--- src/rtl/axi_pkg.sv ---
// Shared AXI encodings and the read beat generator state set.
package axi_pkg;

    localparam int LEN_WIDTH  = 8;
    localparam int SIZE_WIDTH = 3;

    typedef enum logic [1:0] {
        BURST_FIXED = 2'b00,
        BURST_INCR  = 2'b01,
        BURST_WRAP  = 2'b10,
        BURST_RSVD  = 2'b11
    } burst_e;

    typedef enum logic [1:0] {
        RESP_OKAY   = 2'b00,
        RESP_EXOKAY = 2'b01,
        RESP_SLVERR = 2'b10,
        RESP_DECERR = 2'b11
    } resp_e;

    typedef enum logic [2:0] {
        ST_IDLE,
        ST_REQ,
        ST_WAIT_DATA,
        ST_SEND,
        ST_ERR_SEND
    } state_e;

    function automatic logic burst_is_legal(input logic [1:0] burst);
        return burst != BURST_RSVD;
    endfunction

endpackage

--- src/rtl/axi_burst_addr_next.sv ---
// Combinational next-beat address for FIXED, INCR and WRAP bursts.
module axi_burst_addr_next
    import axi_pkg::*;
#(
    parameter int ADDR_WIDTH = 32
) (
    input  logic [ADDR_WIDTH-1:0] addr_i,
    input  logic [SIZE_WIDTH-1:0] size_i,
    input  logic [LEN_WIDTH-1:0]  len_i,
    input  burst_e                burst_i,
    output logic [ADDR_WIDTH-1:0] next_addr_o
);

    logic [ADDR_WIDTH-1:0] step;
    logic [ADDR_WIDTH-1:0] wrap_mask;
    logic [ADDR_WIDTH-1:0] incr_addr;

    assign step      = ADDR_WIDTH'(1) << size_i;
    // Window is (len+1) beats of (1<<size) bytes, aligned to its own size.
    assign wrap_mask = ((ADDR_WIDTH'(len_i) + ADDR_WIDTH'(1)) << size_i) - ADDR_WIDTH'(1);
    assign incr_addr = addr_i + step;

    always_comb begin
        // NOTE: default first so every path assigns the output and no latch is inferred.
        next_addr_o = addr_i;
        unique case (burst_i)
            BURST_INCR:  next_addr_o = incr_addr;
            BURST_WRAP:  next_addr_o = (addr_i & ~wrap_mask) | (incr_addr & wrap_mask);
            default:     next_addr_o = addr_i;
        endcase
    end

endmodule

--- src/rtl/axi_r_beat_gen.sv ---
// Turns one AXI read burst at a time into single-word backend reads and R beats.
module axi_r_beat_gen
    import axi_pkg::*;
#(
    parameter int ID_WIDTH   = 16,
    parameter int DATA_WIDTH = 32,
    parameter int USER_WIDTH = 10,
    parameter int ADDR_WIDTH = 32
) (
    input  logic                  clk_i,
    input  logic                  rst_i,

    input  logic                  ar_valid_i,
    output logic                  ar_ready_o,
    input  logic [ADDR_WIDTH-1:0] ar_addr_i,
    input  logic [LEN_WIDTH-1:0]  ar_len_i,
    input  logic [SIZE_WIDTH-1:0] ar_size_i,
    input  logic [1:0]            ar_burst_i,
    input  logic [ID_WIDTH-1:0]   ar_id_i,
    input  logic [USER_WIDTH-1:0] ar_user_i,

    output logic                  rd_req_o,
    output logic [ADDR_WIDTH-1:0] rd_addr_o,
    input  logic                  rd_gnt_i,
    input  logic                  rd_rvalid_i,
    input  logic [DATA_WIDTH-1:0] rd_rdata_i,
    input  logic                  rd_err_i,

    output logic                  r_valid_o,
    output logic [DATA_WIDTH-1:0] r_data_o,
    output logic [1:0]            r_resp_o,
    output logic [USER_WIDTH-1:0] r_user_o,
    output logic [ID_WIDTH-1:0]   r_id_o,
    output logic                  r_last_o,
    input  logic                  r_ready_i
);

    state_e                state_q, state_d;
    logic [ADDR_WIDTH-1:0] addr_q,  addr_d;
    logic [LEN_WIDTH-1:0]  len_q,   len_d;
    logic [LEN_WIDTH-1:0]  cnt_q,   cnt_d;
    logic [SIZE_WIDTH-1:0] size_q,  size_d;
    burst_e                burst_q, burst_d;
    logic [ID_WIDTH-1:0]   id_q,    id_d;
    logic [USER_WIDTH-1:0] user_q,  user_d;
    logic [DATA_WIDTH-1:0] data_q,  data_d;
    resp_e                 resp_q,  resp_d;

    logic [ADDR_WIDTH-1:0] addr_next;
    logic                  last_beat;
    logic                  beat_phase;

    axi_burst_addr_next #(
        .ADDR_WIDTH (ADDR_WIDTH)
    ) u_addr_next (
        .addr_i      (addr_q),
        .size_i      (size_q),
        .len_i       (len_q),
        .burst_i     (burst_q),
        .next_addr_o (addr_next)
    );

    assign last_beat  = (cnt_q == len_q);
    assign beat_phase = (state_q == ST_SEND) || (state_q == ST_ERR_SEND);

    always_comb begin
        state_d = state_q;
        addr_d  = addr_q;
        len_d   = len_q;
        cnt_d   = cnt_q;
        size_d  = size_q;
        burst_d = burst_q;
        id_d    = id_q;
        user_d  = user_q;
        data_d  = data_q;
        resp_d  = resp_q;

        ar_ready_o = 1'b0;
        rd_req_o   = 1'b0;
        r_valid_o  = 1'b0;

        unique case (state_q)
            ST_IDLE: begin
                ar_ready_o = 1'b1;
                if (ar_valid_i) begin
                    addr_d  = ar_addr_i;
                    len_d   = ar_len_i;
                    size_d  = ar_size_i;
                    burst_d = burst_e'(ar_burst_i);
                    id_d    = ar_id_i;
                    user_d  = ar_user_i;
                    cnt_d   = '0;
                    if (burst_is_legal(ar_burst_i)) begin
                        state_d = ST_REQ;
                    end else begin
                        // Reserved burst type: answer every beat with an error, never touch the backend.
                        data_d  = '0;
                        resp_d  = RESP_SLVERR;
                        state_d = ST_ERR_SEND;
                    end
                end
            end

            ST_REQ: begin
                rd_req_o = 1'b1;
                if (rd_gnt_i) begin
                    state_d = ST_WAIT_DATA;
                end
            end

            ST_WAIT_DATA: begin
                if (rd_rvalid_i) begin
                    data_d  = rd_rdata_i;
                    resp_d  = rd_err_i ? RESP_SLVERR : RESP_OKAY;
                    state_d = ST_SEND;
                end
            end

            ST_SEND: begin
                r_valid_o = 1'b1;
                if (r_ready_i) begin
                    if (last_beat) begin
                        state_d = ST_IDLE;
                    end else begin
                        cnt_d   = cnt_q + 1'b1;
                        addr_d  = addr_next;
                        state_d = ST_REQ;
                    end
                end
            end

            ST_ERR_SEND: begin
                r_valid_o = 1'b1;
                if (r_ready_i) begin
                    if (last_beat) begin
                        state_d = ST_IDLE;
                    end else begin
                        cnt_d = cnt_q + 1'b1;
                    end
                end
            end

            default: begin
                state_d = ST_IDLE;
            end
        endcase
    end

    always_ff @(posedge clk_i or posedge rst_i) begin
        if (rst_i) begin
            state_q <= ST_IDLE;
            addr_q  <= '0;
            len_q   <= '0;
            cnt_q   <= '0;
            size_q  <= '0;
            burst_q <= BURST_FIXED;
            id_q    <= '0;
            user_q  <= '0;
            data_q  <= '0;
            resp_q  <= RESP_OKAY;
        end else begin
            // NOTE: non-blocking so every register samples the pre-edge values of its peers.
            state_q <= state_d;
            addr_q  <= addr_d;
            len_q   <= len_d;
            cnt_q   <= cnt_d;
            size_q  <= size_d;
            burst_q <= burst_d;
            id_q    <= id_d;
            user_q  <= user_d;
            data_q  <= data_d;
            resp_q  <= resp_d;
        end
    end

    assign rd_addr_o = addr_q;
    assign r_data_o  = data_q;
    assign r_resp_o  = resp_q;
    assign r_id_o    = id_q;
    assign r_user_o  = user_q;
    assign r_last_o  = beat_phase && last_beat;

endmodule

--- config.mk ---
export PLATFORM = sky130hd
export DESIGN_NAME = axi_r_beat_gen
export DESIGN_NICKNAME = d
export VERILOG_FILES = /design/src/rtl/axi_pkg.sv /design/src/rtl/axi_burst_addr_next.sv /design/src/rtl/axi_r_beat_gen.sv
export SDC_FILE = /design/constraint.sdc
export NUM_CORES = 1
export LEC_CHECK = 0
export CAP_MARGIN = 20
export CELL_PAD_IN_SITES_DETAIL_PLACEMENT = 1
export CELL_PAD_IN_SITES_GLOBAL_PLACEMENT = 2
export CORE_MARGIN = 2
export CORE_UTILIZATION = 25
export DETAILED_ROUTE_END_ITERATION = 10
export PLACE_DENSITY_LB_ADDON = 0.1
export SLEW_MARGIN = 5
export SYNTH_ARGS = -nofsm -noshare
export SYNTH_HDL_FRONTEND = slang
export SYNTH_SLANG_ARGS = --single-unit
--- constraint.sdc ---
create_clock -name clk_i -period 4.11 [get_ports clk_i]
set_clock_uncertainty 0.2 [all_clocks]
set_input_delay 0.822 -clock clk_i [delete_from_list [all_inputs] [get_ports clk_i]]
set_output_delay 0.822 -clock clk_i [all_outputs]
set_load 0.02 [all_outputs]
* Word level (Yosys, flattened, before mapping)
Index checks and enable logic that the tools add are counted.
** Storage, ports and cells
- Register bits after elaboration :: 116
** Operators by class
- Add/sub/neg operators :: 4
- Eq/ne operators :: 19
- Shift-type cells :: 2
- Muxes and demuxes :: 30
- Bitwise operators :: 4
- Reductions and logical operators :: 12
** Operator list (number)
- 2-to-1 mux 32 bit :: 6
- case mux 32 bit (2 select lines) :: 3
- AND 32 bit :: 2
- adder 32 bit :: 1
- inverter 32 bit :: 1
- bitwise OR 32 bit :: 1
- left shift 1 x 3 -> 32 bit (first input constant) :: 1
- left shift 32 x 3 -> 32 bit :: 1
- subtractor 32 x 1 -> 32 bit (second input constant) :: 1
- 2-to-1 mux 8 bit :: 3
- 2-to-1 mux 3 bit :: 7
- inequality test 2 bit (second input constant) :: 10
- case mux 8 bit (2 select lines) :: 1
- case mux 3 bit (5 select lines) :: 1
- adder 8 x 1 -> 9 bit (second input constant) :: 1
- adder 8 x 1 -> 8 bit (second input constant) :: 1
- == test 8 bit :: 1
- 2-to-1 mux 2 bit :: 4
- AND reduction 4 bit :: 2
- == test 3 x 2 -> 1 bit (second input constant) :: 2
- AND reduction 6 bit :: 1
- nonzero test 2 bit :: 3
- AND reduction 5 bit :: 1
- 2-to-1 mux 1 bit :: 4
- 12 further kinds :: 12

* Logic depth before layout (Yosys ltp)
Gate-level depths: netlist (run 1).
- Depth in word-level cells :: 10
- Depth in mapped cells :: 16
- Mapped depth without buffers :: 14

* Cells and area by module
A second synthesis (run 1) with hierarchy kept.
** Unflattened totals
- Cells, all modules :: 975
- Area, all modules :: 8185.4 µm²
** Modules (own cells, without submodules)
- axi_r_beat_gen :: times used 1, cells an instance 500, area an instance 4999.8 µm²
- axi_burst_addr_next :: times used 1, cells an instance 475, area an instance 3185.6 µm²

* Worst setup path before layout (run 1)
OpenSTA, ideal clock, no wires.
- Path type :: register -> register
- Start point :: register size_q[2]
- End point :: register with a tool-made name
- Setup time :: 0.149 ns
- Arrival :: 3.445 ns
- Required time :: 3.761 ns
- Slack :: 0.316 ns
- Stages on the path, launching flop included :: 16
- Period minus slack after synthesis :: 3.794 ns
- Cell sequence :: dfrtp_1 > clkbuf_1 > inv_1 > clkbuf_1 > clkbuf_1 > nand2_1 > fa_1 > nor2b_1 > o21ai_0 > a21oi_1 > o211ai_1 > or2_0 > nor2_1 > nand3_1 > o211ai_1 > o311ai_0
** RTL lines
- start: declaration :: line axi_r_beat_gen.sv:42 : logic [SIZE_WIDTH-1:0] size_q, size_d;
- start signal: assignment :: line axi_r_beat_gen.sv:167 : size_q <= size_d;

==> flow_summary.toml, run 1 <==
[final_layout]
nFillCells = 3240
area_growth_pct = 43.54
antenna_cells = 0
final_layout_size_suffix_gt1_share_pct = 7.920
finalNetCount = 1158

[synthesis]
ys_seq_elements = 115
synth.top_cell.area_share_pct = 40.51
syn_area_mm2 = 0.007104
synth_common_cells = "nand2_1, dfrtp_1, nor2_1, a21oi_1, o21ai_0"
synth_top_family_by_area = "compound AO/OA/AOI/OAI gates"
synth_area_leaders = "dfrtp_1, nand2_1, a22o_1"
synth.distinct_cells = 71
synth-edff-count = 0
synth-simple-area-share_pct = 22.77
synthXorXnorAreaFrac_pct = 4.438
synth.area.mux_share_pct = 0.7221
synthesis.nets = 961
synthAdderAreaFrac_pct = 2.395
yosys.area.top_type = "dfrtp_1"
avgSynthCellArea_um2 = 8.478
synthFlopType = "dfrtp_1"
ys_seq_area_share_pct = 40.51
syn_inst = 838
yosysWarnings = 0
synth_compound_area_share_pct = 24.34
ys_async_sr_fraction_pct = 100.0
post-synth-top-count-cell = "nand2_1"

[sta]
worstMarginPinSlew_ps = 646.2
period_minus_slack_ps = 3711
layout_setup_ws_ps = 399.4
whs_ps = 268.6
finalSetupViolations = 0
fin_crit_sh_pct = 90.28
hold_viol = 0
rsz0062_at_grt = "no"
slew_headroom_pct = 56.56
max_freq_mhz = 269.5
final.setup.tns_ps = 0
slew_violations = 0

[critical_path]
cp_max_fo = 13
cp_data_required_time_ps = 4270
crit_arrival_ps = 3870
critPathKind = "reg -> reg"
startpoint_type = "flop"
critPathCaptureType = "flop"
rr_worst_depth = 10

[grt]
grt_start_max_net_pins = 51
grt_antenna_before_repair = 0
first_global_vias = 7442
grt_pass1_wl_um = 42920
grt_use_total_pct = 18.02
grt-ovfl-total = 0

[power_and_ir_drop]
vdd_ir_drop_max_uv = 271.9
power_density_mw_per_mm2 = 852.5
power.leakage_nw = 4.271

[placed_design]
post-place-ws_ps = 282.5
gp_congestion = 0.7833
io_buffers = 204
dpl.hpwl_um = 19540

[route]
wirelength_um = 26620
via_per_inst = 4.922
wl_per_cell_um = 18.67
drc = 0
dr.pass1.iters = 4
first_iter_violations = 385
drtAntennaViolNets = 0
vias = 7019

[hold_path]
min_path_type = "reg -> reg"
holdPathStages = 2

[cts]
postCtsSetupBuffers = 0
numCtsBuffers = 17
cts_resized = 0
clock-sinks = 115
h-tree-depth = 4
clk_latency_ps = 420
cts_root_buffer = "clkbuf_16"
cts_tree = "built"
cts_buffer_depth = 2
clkTransAtPathRegs_ps = 60
ctsHoldBuffers = 0

[floorplanning]
dieArea_mm2 = 0.02978
io_pins = 206
core_area_mm2 = 0.02786
initial_core_util_pct = 25.50
row_count = 61
die_h_um = 172.6
die_w_um = 172.6

[job]
cap_violations = 0

[run_status]
status = "finished, final reports clean"
## power breakdown
group,internal [mW],switching [mW]
Sequential,1.63,0.539
Combinational,2.17,2.92
Clock,0.789,0.642
Total,4.59,4.10
## layout by cell type (no fill, tap or decap), types with 5 or more instances in the layout
| master | instances |
|---|---|
| clkbuf_16 | 17 |
| xor2_1 | 24 |
| o211ai_1 | 13 |
| nand4_1 | 13 |
| buf_4 | 30 |
| nor2b_1 | 9 |
| a211oi_1 | 11 |
| xnor2_1 | 12 |
| a22o_1 | 45 |
| o31ai_1 | 5 |
| o21ai_0 | 46 |
| a21o_1 | 5 |
| nor2_1 | 54 |
| a21oi_1 | 49 |
| nand3_1 | 24 |
| ha_1 | 12 |
| and3_1 | 14 |
| clkdlybuf4s50_1 | 204 |
| dfrtp_1 | 115 |
| nand2b_1 | 8 |
| nor4_1 | 9 |
| a31oi_1 | 8 |
| o22ai_1 | 6 |
| inv_1 | 23 |
| o21a_1 | 6 |
| inv_6 | 6 |
| nand2_1 | 170 |
| a32o_1 | 6 |
| nor3_1 | 14 |
## area by class of cell
cell class	count	area, um2	area share (%)
tap	378	473.0	4.638
sequential	115	2878	28.22
multi-input combinational	642	3919	38.43
timing repair buffer	235	2287	22.43
clock buffer	18	429.2	4.209
inverter	24	92.59	0.9080
clock inverter	14	118.9	1.166
## layer usage
layer  share of wire [%]  up-vias  wire length [um]  GRT usage, %
li1                    -     3422                 -             -
met1                  46     3407             12360         23.45
met2                  46      171             12130         28.93
met3                 6.7       19              1773         5.849
met4                 1.3        0               351         4.452
met5                   0        -                 0             0
## worst max-delay path: stages (launching register included)
cell      delay, ps
dfrtp_1         630
and4_1          460
a211oi_1        120
a211oi_1        300
buf_4           190
nand4_1         140
a31oi_1         450
nand3_2         220
a21o_1          370
o41ai_1         380
a22o_1          190
## cells by family (layout without fill, tap and decap cells)
kind of cell,Yosys count,count (layout)
adder cells (fa/ha/maj),13,13
other,1,1
AO/OA/AOI/OAI,242,242
buffers and inverters,81,291
XOR/XNOR,36,36
multiplexers,5,5
AND/OR/NAND/NOR,345,345
flip-flops,115,115
## worst paths after layout
| check | start | endpoint | slack [ps] |
|---|---|---|---|
| max | len_q[2] | flop | 400 |
| min | r_id_o[4] | r_id_o[4] | 270 |
| max reg2reg | len_q[2] | flop | 400 |
| min reg2reg | r_id_o[4] | r_id_o[4] | 270 |
| max in group asynchronous | rst_i | asynchronous set/reset pin | 2190 |
| min in group asynchronous | rst_i | r_id_o[5] | 630 |
## stage by stage
| stage | total power [mW] | instance area, um2 | std cells | utilization, % |
|---|---|---|---|---|
| after floorplan | 5.244 | 7104 | 838 | - |
| after global placement | 7.304 | 9634 | 1394 | 34.58 |
| after detailed placement | 7.317 | 9634 | 1394 | 34.58 |
| after CTS | 8.811 | 10180 | 1426 | 36.55 |
| after global routing | 9.402 | 10200 | 1426 | 36.60 |
| final | 8.694 | 10200 | 1426 | 36.60 |
Note: power is estimated with default switching activity, not from simulation.
==> run 2: changes to the inputs <==
--- a/config.mk
+++ b/config.mk
@@ -5,12 +5,14 @@
 export SDC_FILE = /design/constraint.sdc
 export NUM_CORES = 1
 export LEC_CHECK = 0
+export ABC_CLOCK_PERIOD_IN_PS = 4110
 export CAP_MARGIN = 20
 export CELL_PAD_IN_SITES_DETAIL_PLACEMENT = 1
 export CELL_PAD_IN_SITES_GLOBAL_PLACEMENT = 2
 export CORE_MARGIN = 2
 export CORE_UTILIZATION = 25
 export DETAILED_ROUTE_END_ITERATION = 10
+export HOLD_SLACK_MARGIN = 0.06
 export PLACE_DENSITY_LB_ADDON = 0.1
 export SLEW_MARGIN = 5
 export SYNTH_ARGS = -nofsm -noshare
==> results of run 2 <==
The final DEF is identical to that of run 1; final timing and power are the same.
==> run 3: changes to the inputs <==
--- a/config.mk
+++ b/config.mk
@@ -11,6 +11,7 @@
 export CELL_PAD_IN_SITES_GLOBAL_PLACEMENT = 2
 export CORE_MARGIN = 2
 export CORE_UTILIZATION = 25
+export CTS_CLUSTER_SIZE = 25
 export DETAILED_ROUTE_END_ITERATION = 10
 export HOLD_SLACK_MARGIN = 0.06
 export PLACE_DENSITY_LB_ADDON = 0.1
==> results of run 3 <==
The final DEF is identical to that of run 1; final timing and power are the same.
